[src/rtl/nmcu_pkg.sv]
// rtl/nmcu_pkg.sv - shared types and helpers for the PE array front end
package nmcu_pkg;

  typedef enum logic [1:0] {
    IDLE,
    STREAM,
    DRAIN,
    HOLD
  } pe_stream_state_e;

  localparam int PE_MAX_K = 256;

  // Extra register stages the widest skew line adds beyond the first.
  function automatic int skew_depth(input int rows, input int cols);
    return ((rows > cols) ? rows : cols) - 1;
  endfunction

endpackage

[src/rtl/pe_skew_line.sv]
// rtl/pe_skew_line.sv - per-lane register delay line with settable reset value
module pe_skew_line #(
  parameter int WIDTH = 8,
  parameter int DEPTH = 1,
  parameter logic [WIDTH-1:0] RST_VAL = '0
) (
  input  logic             clk,
  input  logic             rst_n,
  input  logic [WIDTH-1:0] din,
  output logic [WIDTH-1:0] dout
);

  logic [WIDTH-1:0] stage [DEPTH];

  // Shift the lane through DEPTH registers; stage 0 is the array input register.
  always_ff @(posedge clk or negedge rst_n) begin
    if (!rst_n) begin
      for (int i = 0; i < DEPTH; i++) stage[i] <= RST_VAL;
    end else begin
      stage[0] <= din;
      for (int i = 1; i < DEPTH; i++) stage[i] <= stage[i-1];
    end
  end

  assign dout = stage[DEPTH-1];

endmodule

[src/rtl/pe_stream_ctrl.sv]
// rtl/pe_stream_ctrl.sv - command-driven operand streaming and psum tile capture for the PE array
module pe_stream_ctrl
  import nmcu_pkg::*;
#(
  parameter int DATA_WIDTH    = 8,
  parameter int PSUM_WIDTH    = 32,
  parameter int PE_ROWS       = 4,
  parameter int PE_COLS       = 4,
  parameter int MAX_K         = PE_MAX_K,
  parameter int ARRAY_LATENCY = PE_ROWS + PE_COLS + 1,
  parameter int SKEW_EN       = 1
) (
  input  logic                                   clk,
  input  logic                                   rst_n,
  input  logic                                   cmd_valid_i,
  output logic                                   cmd_ready_o,
  input  logic [$clog2(MAX_K+1)-1:0]             cmd_k_len_i,
  input  logic                                   cmd_accum_i,
  input  logic                                   in_valid_i,
  output logic                                   in_ready_o,
  input  logic [DATA_WIDTH*PE_ROWS-1:0]          in_a_i,
  input  logic [DATA_WIDTH*PE_COLS-1:0]          in_b_i,
  output logic [DATA_WIDTH*PE_ROWS-1:0]          pe_a_o,
  output logic [DATA_WIDTH*PE_COLS-1:0]          pe_b_o,
  output logic [PE_ROWS-1:0]                     pe_accum_en_o,
  input  logic [PSUM_WIDTH*PE_ROWS*PE_COLS-1:0]  pe_result_i,
  output logic                                   res_valid_o,
  input  logic                                   res_ready_i,
  output logic [PSUM_WIDTH*PE_ROWS*PE_COLS-1:0]  res_o,
  output logic                                   busy_o
);

  localparam int KW           = $clog2(MAX_K + 1);
  // Enough cycles for the last skewed beat to cross the array and settle.
  localparam int DRAIN_CYCLES = ARRAY_LATENCY + ((SKEW_EN != 0) ? skew_depth(PE_ROWS, PE_COLS) : 0);
  localparam int DCW          = $clog2(DRAIN_CYCLES + 1);

  pe_stream_state_e state, state_nxt;
  logic [KW-1:0]    beat_cnt, beat_cnt_nxt;
  logic [DCW-1:0]   drain_cnt, drain_cnt_nxt;
  logic             accum_q, accum_nxt;
  logic             first_beat, first_beat_nxt;
  logic             beat_fire;
  logic             capture;
  logic             en_beat;
  logic [KW-1:0]    k_sat;

  assign k_sat   = (cmd_k_len_i > KW'(MAX_K)) ? KW'(MAX_K) : cmd_k_len_i;
  // Only the very first beat of a non-accumulating command clears the psums.
  assign en_beat = !(first_beat && !accum_q);
  assign busy_o  = (state != IDLE);

  // State and counter registers.
  always_ff @(posedge clk or negedge rst_n) begin
    if (!rst_n) begin
      state      <= IDLE;
      beat_cnt   <= '0;
      drain_cnt  <= '0;
      accum_q    <= 1'b0;
      first_beat <= 1'b0;
    end else begin
      state      <= state_nxt;
      beat_cnt   <= beat_cnt_nxt;
      drain_cnt  <= drain_cnt_nxt;
      accum_q    <= accum_nxt;
      first_beat <= first_beat_nxt;
    end
  end

  // Next-state, counters and handshake outputs.
  always_comb begin
    state_nxt      = state;
    beat_cnt_nxt   = beat_cnt;
    drain_cnt_nxt  = drain_cnt;
    accum_nxt      = accum_q;
    first_beat_nxt = first_beat;
    cmd_ready_o    = 1'b0;
    in_ready_o     = 1'b0;
    res_valid_o    = 1'b0;
    beat_fire      = 1'b0;
    capture        = 1'b0;
    case (state)
      IDLE: begin
        cmd_ready_o = 1'b1;
        if (cmd_valid_i) begin
          accum_nxt = cmd_accum_i;
          if (k_sat != '0) begin
            state_nxt      = STREAM;
            beat_cnt_nxt   = k_sat;
            first_beat_nxt = 1'b1;
          end else begin
            // Zero-length command just snapshots the current array contents.
            state_nxt     = DRAIN;
            drain_cnt_nxt = DCW'(DRAIN_CYCLES - 1);
          end
        end
      end
      STREAM: begin
        in_ready_o = 1'b1;
        if (in_valid_i) begin
          beat_fire      = 1'b1;
          first_beat_nxt = 1'b0;
          beat_cnt_nxt   = beat_cnt - KW'(1);
          if (beat_cnt == KW'(1)) begin
            state_nxt     = DRAIN;
            drain_cnt_nxt = DCW'(DRAIN_CYCLES - 1);
          end
        end
      end
      DRAIN: begin
        if (drain_cnt == '0) begin
          capture   = 1'b1;
          state_nxt = HOLD;
        end else begin
          drain_cnt_nxt = drain_cnt - DCW'(1);
        end
      end
      HOLD: begin
        res_valid_o = 1'b1;
        if (res_ready_i) state_nxt = IDLE;
      end
      default: state_nxt = IDLE;
    endcase
  end

  // Result tile register, loaded once the array has settled.
  always_ff @(posedge clk or negedge rst_n) begin
    if (!rst_n) begin
      res_o <= '0;
    end else if (capture) begin
      res_o <= pe_result_i;
    end
  end

  // Row lanes carry operand plus accumulate enable; idle cycles feed zeros with enable high.
  for (genvar r = 0; r < PE_ROWS; r++) begin : g_row
    localparam int RD = (SKEW_EN != 0) ? r + 1 : 1;
    logic [DATA_WIDTH:0] din;
    logic [DATA_WIDTH:0] dout;
    assign din = beat_fire ? {en_beat, in_a_i[r*DATA_WIDTH +: DATA_WIDTH]}
                           : {1'b1, {DATA_WIDTH{1'b0}}};
    pe_skew_line #(
      .WIDTH  (DATA_WIDTH + 1),
      .DEPTH  (RD),
      .RST_VAL({1'b1, {DATA_WIDTH{1'b0}}})
    ) u_row_line (
      .clk  (clk),
      .rst_n(rst_n),
      .din  (din),
      .dout (dout)
    );
    assign pe_a_o[r*DATA_WIDTH +: DATA_WIDTH] = dout[DATA_WIDTH-1:0];
    assign pe_accum_en_o[r]                   = dout[DATA_WIDTH];
  end

  for (genvar c = 0; c < PE_COLS; c++) begin : g_col
    localparam int CD = (SKEW_EN != 0) ? c + 1 : 1;
    logic [DATA_WIDTH-1:0] din;
    assign din = beat_fire ? in_b_i[c*DATA_WIDTH +: DATA_WIDTH] : '0;
    pe_skew_line #(
      .WIDTH  (DATA_WIDTH),
      .DEPTH  (CD),
      .RST_VAL('0)
    ) u_col_line (
      .clk  (clk),
      .rst_n(rst_n),
      .din  (din),
      .dout (pe_b_o[c*DATA_WIDTH +: DATA_WIDTH])
    );
  end

endmodule

[config.mk]
export PLATFORM = sky130hd
export DESIGN_NAME = pe_stream_ctrl
export DESIGN_NICKNAME = d
export VERILOG_FILES = /design/src/rtl/nmcu_pkg.sv /design/src/rtl/pe_skew_line.sv /design/src/rtl/pe_stream_ctrl.sv
export SDC_FILE = /design/constraint.sdc
export NUM_CORES = 1
export LEC_CHECK = 0
export CAP_MARGIN = 20
export CORE_AREA = 2 2 459 461
export DETAILED_ROUTE_END_ITERATION = 8
export DIE_AREA = 0 0 461 463
export PLACE_DENSITY_LB_ADDON = 0.05
export SKIP_LAST_GASP = 1
export SYNTH_ARGS = -nofsm -noshare
export SYNTH_HDL_FRONTEND = slang
export SYNTH_SLANG_ARGS = --single-unit
[constraint.sdc]
create_clock -name clk -period 1.97 [get_ports clk]
set_input_delay 0.2955 -clock clk [delete_from_list [all_inputs] [get_ports clk]]
set_output_delay 0.2955 -clock clk [all_outputs]
set_load 0.1 [all_outputs]
==> reports/results.ini, run 1 <==
[worst_hold_path]
hp-class = in -> async

[grt]
use_met2_pct = 23.3
grt-ovfl-total = 0
grt_pass1_wl_um = 187000
met3_usage_pct = 6.17
use_met1_pct = 12.6
antenna_found_initial = 76
grt_max_degree = 66
grt_pass1_vias = 20498
grt_use_total_pct = 12.7
top_usage_layer = met2

[synth]
async_flop_share_pct = 100
synth_top_area_cell = dfrtp_1
synth.most_common_cell = dfrtp_1
ys_seq_elements = 693
yosysUniqueCellTypes = 39
syn_avg_cell_area_um2 = 16.6
yosysWarnings = 0
syn_inst = 1510
synth_edf_count = 0
synth_top_cell_area_share_pct = 69.0
netlist_top_cells_count = dfrtp_1 (689), mux2_2 (514), and3_1 (67)
netlist_top_cells_area = dfrtp_1 (69%), mux2_2 (23%), and3_1 (1.7%), buf_4 (1.6%), buf_2 (1.1%)
syn_area_mm2 = 0.0250
ys.flop_type = dfrtp_1
syn_nets = 2108
seq_area_frac_synth_pct = 69.4

[pwr]
p_per_area_mw_per_mm2 = 1490
p_total_mw = 69.7
irDropWorstVdd_mv = 0.677
p_leak_nw = 20.6

[routing]
postRouteAntennaNets = 0
dr.pass1.iters = 5
num_vias = 18688
drc = 0
drt-total-wl_um = 141000
drt-initial-drc-count = 598
vias_per_cell = 3.23
drt-wirelength-per-cell_um = 24.4

[timing]
max-slew-margin-rel_pct = 62.2
finalSetupViolCount = 344
final.setup.worst_slack_ps = -141
worst_pin_slew_ps = 566
skew_ps = 28.1
min_period_ps = 2110
finalCritPeriodShare_pct = 107
drv_slew = 0
finalHoldViolations = 0
whs_ps = 146
setup_tns_ps = -20570
fmax_mhz = 474
rsz0062_at_grt = yes

[placed_design]
post_dp_cell_area_mm2 = 0.0399
gp_congestion = 0.765
hpwl_um = 106000
dpl_worst_slack_ps = -387
port_buffers = 1174
dp.cells = 5474

[clock_network]
cts_buffer_depth = 3
clockRootBuffer = clkbuf_16
cts.clk_slew.worst_paths_ps = 60
cts.sinks = 693
htree_levels = 3
cts_buffers = 98
cts_tree = done
insertion_delay_ps = 730

[critical_path]
worst_r2r_endpoint = res_o[362]
arrival_ps = 2700
worstSetupEndpointType = flip-flop
crit_type = reg -> reg
reg2reg_from = state[1]
crit_start = state[1]
crit_end = res_o[362]
cp-start-kind = flip-flop
critPathMaxFanout = 7
worst_ep_required_time_ps = 2550
r2r_setup_slack_ps = -140
rr_worst_depth = 9

[cells_and_area]
num-fill-cells = 22272
instances_no_fill = 5780
design_area_mm2 = 0.0468
synthToLayoutAreaGrowth_pct = 87.1
nets = 3476
post-route-util_pct = 22.4
drive_gt1_share_pct = 51.1

[status]
status = finished, violations left
violations = negative setup slack

[die]
dieArea_mm2 = 0.213
io_pins = 1175
core_area_mm2 = 0.209
start_util_pct = 12.0
die_height_um = 463
fp.dieW_um = 461
rows = 168

[flow_run]
maxCapViolations = 0

-- metal layers --
layer  vias to the layer above  routed length [um]
li1                       8048                   -
met1                      9517               48700
met2                       821               73500
met3                       238               15600
met4                        64                3070
met5                         -                 395
-- critical path: stages, from the launching register on --
cell and delay (ps):
dfrtp_1 390, buf_6 120, ha_4 120, and4bb_4 300
buf_12 150, buf_12 140, buf_12 150, buf_12 140
clkbuf_16 150, mux2_4 300
-- state kept, by name, summed over array words and instances (netlist names) --
| signal | cells |
|---|---|
| drain_cnt | 4 |
| state | 2 |
| accum_q | 1 |
| g_row.u_row_line.dout | 36 |
| g_col.u_col_line.dout | 32 |
| res_o | 512 |
| g_col.u_col_line.stage | 48 |
| beat_cnt | 9 |
| g_row.u_row_line.stage | 48 |
| first_beat | 1 |
-- worst min-delay path by stage --
stage,startpoint,end,slack (ps),depth (start not counted)
after CTS,pe_result_i[39],res_o[39],60,2
after global placement,rst_n,res_o[169],320,1
after floorplan,rst_n,accum_q,-0.09,0
final,rst_n,res_o[164],150,2
after global routing,in_b_i[29],g_col[3].u_col_line.stage[29],110,2
after detailed placement,rst_n,res_o[169],320,1
-- power by group --
part           internal (mW)  leakage [nW]  switching, mW  total, mW
registers               17.1          8.39           1.71       18.9
logic                   8.52          10.5           23.7       32.2
clock network           11.4          1.68           7.24       18.7
-- cells by family after synthesis --
group	synth area share, %
flops	69.4
fa+ha+maj	0.350
compound gates	0.961
simple gates	2.76
mux	23.3
buf+inv	3.24
-- area by class of cell --
type                            instances  area, um^2  share of cell area (%)
Clock inverter                         34         423                   0.904
Tap cell                             2805        3510                    7.50
Clock buffer                          146        2970                    6.34
Inverter                               17        67.6                   0.144
Antenna cell                           17        42.5                  0.0909
Multi-Input combinational cell        674        8220                    17.6
Timing Repair Buffer                 1394       14200                    30.4
Sequential cell                       693       17300                    37.1
-- cells in the final DEF, fill, tap and decap left out, types with 22 or more instances in the layout --
master	n
buf_12	99
clkbuf_16	111
buf_6	24
buf_4	620
buf_8	22
mux2_2	185
and3_1	67
dfrtp_1	689
clkbuf_8	27
buf_16	25
clkdlybuf4s50_1	588
mux2_4	330
-- what timing repair did --
| action | 4_1_cts | 5_1_grt |
|---|---|---|
| hold buffers | 1 | 0 |
| pin swaps | 7 | 13 |
| setup buffers | 69 | 26 |
| setup endpoints to repair | 372 | 474 |
| hold endpoints to repair | 365 | 0 |
| resized for setup | 218 | 304 |
| gates cloned | 33 | 13 |
Note: power is estimated with default switching activity, not from simulation.
==> inputs of run 2 (changes only) <==
--- a/config.mk
+++ b/config.mk
@@ -9,7 +9,6 @@
 export CORE_AREA = 2 2 459 461
 export DETAILED_ROUTE_END_ITERATION = 8
 export DIE_AREA = 0 0 461 463
-export PLACE_DENSITY_LB_ADDON = 0.05
 export SKIP_LAST_GASP = 1
 export SYNTH_ARGS = -nofsm -noshare
 export SYNTH_HDL_FRONTEND = slang
==> run 2 against run 1 <==
Net effect:
- the run still ends with negative setup slack left
- critical path type unchanged
- core utilization is 0.10 points lower
- count of clock-buffer cells in the layout is 23 lower
- total power is 0.44% higher
- global-route usage is 2.7 points higher
- wire length is 21% higher
- critical path depth stayed put
- clock skew is 11 ps higher
==> reports/results.ini, run 2 (synthesis results as in run 1) <==
[status]
status = finished, violations left
violations = negative setup slack

[placed_design]
gp_congestion = 0.897
port_buffers = 1174
post_dp_cell_area_mm2 = 0.0413
hpwl_um = 144000

[cells_and_area]
seq_area_mm2 = 0.0173
drive_gt1_share_pct = 50.2
synthToLayoutAreaGrowth_pct = 86.3
largest_register_ffs = 512
largest_register = res_o
nets = 3449
final_cell_mix = dfrtp_1 (689), clkdlybuf4s50_1 (588), buf_4 (519), mux2_2 (376), buf_12 (194)
top_regs = res_o (512), g_col.u_col_line.stage (48), g_row.u_row_line.stage (48)
design_area_mm2 = 0.0466
num-fill-cells = 22170
multi_input_area_mm2 = 0.00745
mostFrequentLayoutCell = dfrtp_1

[critical_path]
worst_r2r_endpoint = res_o[385]
arrival_ps = 2760
critPathMaxFanout = 6
worstSetupEndpointType = flip-flop
cp_top_family = buffers and inverters
cp-start-kind = flip-flop
reg2reg_from = state[0]
path_depth = 9
crit_type = reg -> reg
crit_top_cell = buf_12
cp_slowest_cell = dfrtp_1
cp.buffers_inverters = 6
r2r_setup_slack_ps = -190
cpPeakStageDelay_ps = 380
crit_end = res_o[385]
crit_start = state[0]
rr_worst_depth = 9
crit_chain = inv_2 -> buf_4 -> ha_4 -> and4bb_4 -> buf_12 -> buf_12 -> buf_12 -> bufbuf_16 -> mux2_2
worst_ep_required_time_ps = 2580

[pwr]
irDropWorstVdd_mv = 1.01
p_leak_nw = 20.1
p_total_mw = 70.0
p_per_area_mw_per_mm2 = 1500

[clock_network]
cts.clk_slew.worst_paths_ps = 60
cts_tree = done
insertion_delay_ps = 740
clockRootBuffer = clkbuf_16
cts.sinks = 693
cts_buffer_depth = 3
cts_buffers = 87
htree_levels = 3

[routing]
postRouteAntennaNets = 0
drt-initial-drc-count = 959
drt-wirelength-per-cell_um = 29.8
drt-total-wl_um = 172000
vias_per_cell = 3.35
dr.pass1.iters = 5
num_vias = 19241
drc = 0

[timing]
skew_ps = 38.8
fmax_mhz = 463
min_period_ps = 2160
final.setup.worst_slack_ps = -189
rsz0062_at_grt = yes
drv_slew = 0
finalCritPeriodShare_pct = 110
finalSetupViolCount = 325
finalHoldViolations = 0
whs_ps = 65.5
max-slew-margin-rel_pct = 45.4
worst_pin_slew_ps = 818

[grt]
grt_pass1_vias = 19765
antenna_found_initial = 149
grt_pass1_wl_um = 212000
grt-ovfl-total = 0
grt_max_degree = 84
grt_use_total_pct = 15.3

[flow_run]
maxCapViolations = 0

[die]
core_area_mm2 = 0.209
start_util_pct = 12.0
die_height_um = 463
rows = 168
fp.dieW_um = 461
dieArea_mm2 = 0.213
io_pins = 1175

[worst_hold_path]
hp-class = in -> async

-- run 2: power by group --
group / internal, mW / leakage [nW] / switching [mW]
Sequential: 17.1 / 8.39 / 2.05
Combinational: 8.99 / 10.2 / 25.0
Clock: 9.83 / 1.44 / 7.02
-- run 2: layout make-up --
cell class | instances | share of cell area [%]
clock inverter | 37 | 1.16
inverter | 17 | 0.145
multi-input combinational | 674 | 16.0
sequential | 693 | 37.2
clock buffer | 123 | 5.27
antenna | 24 | 0.129
timing repair buffer | 1378 | 32.5
tap | 2805 | 7.54
-- run 2: routing by layer --
metal,up-vias,track usage [%],part of all wire [%]
met5,-,0,0.21
met4,52,3.41,2.9
met3,388,11.1,16
met2,1148,24.7,45
met1,9677,16.0,36
li1,7976,-,-
-- run 2: worst register-to-register path, stage by stage (launching register included) --
cell       delay [ps]
dfrtp_1           380
inv_2              70
buf_4             110
ha_4              120
and4bb_4          310
buf_12            180
buf_12            180
buf_12            130
bufbuf_16         260
mux2_2            320
-- run 2: how the worst min path moves through the flow --
stage / end / slack (ps) / from / cells after the start
final: g_col[2].u_col_line.dout[5] / 70 / rst_n / 2
after detailed placement: g_col[2].u_col_line.stage[21] / 230 / rst_n / 1
after floorplan: accum_q / -0.09 / rst_n / 0
after CTS: g_col[2].u_col_line.stage[21] / 10 / rst_n / 2
after global routing: g_col[2].u_col_line.stage[21] / 10 / rst_n / 2
after global placement: g_row[0].u_row_line.dout[6] / 230 / rst_n / 1
-- run 2: what timing repair did --
item / 4_1_cts / 5_1_grt
gates resized for setup: 22 / 217
pin swaps: 3 / 3
setup endpoints to repair: 50 / 518
endpoints found under the hold margin: 444 / 0
hold buffers: 2 / 0
setup buffers: 21 / 20
gates cloned: 11 / 26
-- run 2: metrics by stage --
stage / util, % / instances / TNS (ps) / setup WS [ps]
2_1_floorplan: - / 1510 / -6800 / -407
3_3_place_gp: 19.8 / 5492 / -1660 / -280
3_5_place_dp: 19.8 / 5492 / -2300 / -258
4_1_cts: 21.6 / 5685 / -33120 / -255
5_1_grt: 22.3 / 5736 / -51690 / -270
6_report: 22.3 / 5751 / -22650 / -189
==> patch: new RTL, settings of run 2 <==
Change the parameter `PSUM_WIDTH` from 32 to 16.
--- a/src/rtl/pe_stream_ctrl.sv
+++ b/src/rtl/pe_stream_ctrl.sv
@@ -3,7 +3,7 @@
   import nmcu_pkg::*;
 #(
   parameter int DATA_WIDTH    = 8,
-  parameter int PSUM_WIDTH    = 32,
+  parameter int PSUM_WIDTH    = 16,
   parameter int PE_ROWS       = 4,
   parameter int PE_COLS       = 4,
   parameter int MAX_K         = PE_MAX_K,
Ports: changed (resized pe_result_i and res_o); port bits go from 1175 to 663. No check against the original RTL was run, so the function may have changed too.
==> patch against run 2 <==
The run still ends with negative setup slack left; utilization decreased by 8.3 points; worst setup slack improved by 0.022 ns; synthesized cell count decreased by 36%; combinational power decreased by 44%; wire length decreased by 51%; sequential cell count decreased by 256; power decreased by 42%; clock power decreased by 41%; non-clock buffer count decreased by 577; area after synthesis decreased by 38%; first-iteration DRC count decreased by 30%; final area decreased by 37%; sequential power decreased by 39%.
==> patch: results (changes against run 2) <==
stage,metric,value,unit,change
synth,ys_top_cells_by_count,"dfrtp_1, mux2_2, buf_4",,
critical_path,reg2regPathDepth,8,,-1
cts,clkLatencyLatePin,0.66,ns,-0.08 ns
status,failed_checks,negative setup slack,,
timing,setup_viol,247,,-24%
grt,track_usage,7.39,%,-7.9 points
critical_path,rr_endpoint,res_o[103],,
detailed_routing,vias_per_cell,2.52,,-25%
grt,grt_first_pass_wirelength,107000,µm,-50%
synth,synth_cell_type_count,38,,-2.6%
grt,antenna_found_initial,94,,-37%
cts,htree_levels,2,,-1
power,vdd_drop_max,0.742,mV,-26%
synth,synthTopCellsByArea,"dfrtp_1, mux2_2, buf_4",,
power,leakage,12.5,nW,-38%
cts,cts_buffers,53,,-39%
status,status,"complete, but fails checks",,
detailed_routing,routed_wirelength,83500,µm,-51%
placement,gp_congestion,0.829,,-7.7%
synth,synth_fa_ha_area_share,0.561,%,+0.21 points
cells_and_area,drive_gt1_share,47.9,%,-2.3 points
critical_path,startpoint,state[1],,
detailed_routing,dr.first_iter.drc_count,667,,-30%
synth,synth_mux_area_share,18.8,%,-4.5 points
grt,grt_pass1_vias,11835,,-40%
critical_path,critPathArrivalTime,2.66,ns,-0.10 ns
cells_and_area,reg_top3,"res_o: 256 flops, g_col.u_col_line.stage: 48 flops, g_row.u_row_line.stage: 48 flops",,
cells_and_area,layout.nets,2070,,-40%
timing,max_slew_margin,53.0,%,+7.6 points
synth,yosysSeqAreaShare,70.0,%,+0.64 points
timing,worst_slack,-0.166,ns,+0.0222 ns
-- patch: changes by cell type in the layout (fill, tap and decap cells not counted), sizes merged, moves of 3 or more --
cell,change
clkinv,+3
bufinv,-5
clkbuf,-65
clkinvlp,-4
mux2,-256
clkdlybuf4s50,-256
buf,-308
dfrtp,-256
diode,-15
-- patch: worst max-delay path by stage --
stage	cells after the start	end	slack, ns
2_1_floorplan	8	beat_cnt[7]	-0.41
3_3_place_gp	7	drain_cnt[2]	-0.33
3_5_place_dp	6	drain_cnt[0]	-0.31
4_1_cts	6	busy_o	-0.18
5_1_grt	8	res_o[47]	-0.25
6_report	8	res_o[103]	-0.17
-- patch: repair_timing --
action / CTS / global route
endpoints found under the hold margin: 29 / 0
gates cloned: 13 / 12
endpoints found under the setup margin: 252 / 257
hold buffers: 1 / 0
resized for setup: 103 / 163
buffers inserted: 18 / 27
pin swaps: 5 / 7
-- patch: final cells by class --
class                           instances  area [µm²]
Sequential cell                       437       10900
Antenna cell                            9        22.5
Clock inverter                         31         303
Clock buffer                           69        1470
Tap cell                             2805        3510
Fill cell                           23334      179000
Inverter                               17        77.6
Timing Repair Buffer                  801        8310
Multi-Input combinational cell        418        4730
-- patch: kinds of logic (layout without fill, tap and decap cells) --
family | after synthesis | count (layout)
compound gates | 36 | 36
fa+ha+maj | 7 | 7
buf+inv | 115 | 918
flops | 437 | 437
mux | 261 | 261
other cells | 0 | 9
simple gates | 114 | 114
-- patch: where the power goes --
part           internal, mW  total (mW)  switching (mW)
clock                  5.71        10.0            4.29
sequential             10.8        11.8            1.08
combinational          5.23        18.9            13.6
-- patch: metal layers --
layer | vias to the layer above | wire (µm) | global-route usage [%]
li1 | 4862 | - | -
met1 | 5832 | 28900 | 7.31
met2 | 608 | 43800 | 13.7
met3 | 230 | 8310 | 3.16
met4 | 10 | 2480 | 2.28
met5 | - | 58 | 0
-- patch: per-stage QoR --
| step | worst slack (ns) | power, mW | cells |
|---|---|---|---|
| after floorplan | -0.407 | 24.2 | 970 |
| after global placement | -0.333 | 29.9 | 4411 |
| after detailed placement | -0.310 | 30.1 | 4411 |
| after CTS | -0.178 | 40.8 | 4543 |
| after global routing | -0.247 | 42.4 | 4583 |
| final | -0.166 | 40.7 | 4587 |
-- patch: worst reg2reg max path: cells and delay by family, from the launching register on --
kind | cells | cell delay (ns)
buffers and inverters | 5 | 0.83
flip-flops | 1 | 0.39
AND/OR/NAND/NOR | 1 | 0.37
multiplexers | 1 | 0.30
adder cells (fa/ha/maj) | 1 | 0.12
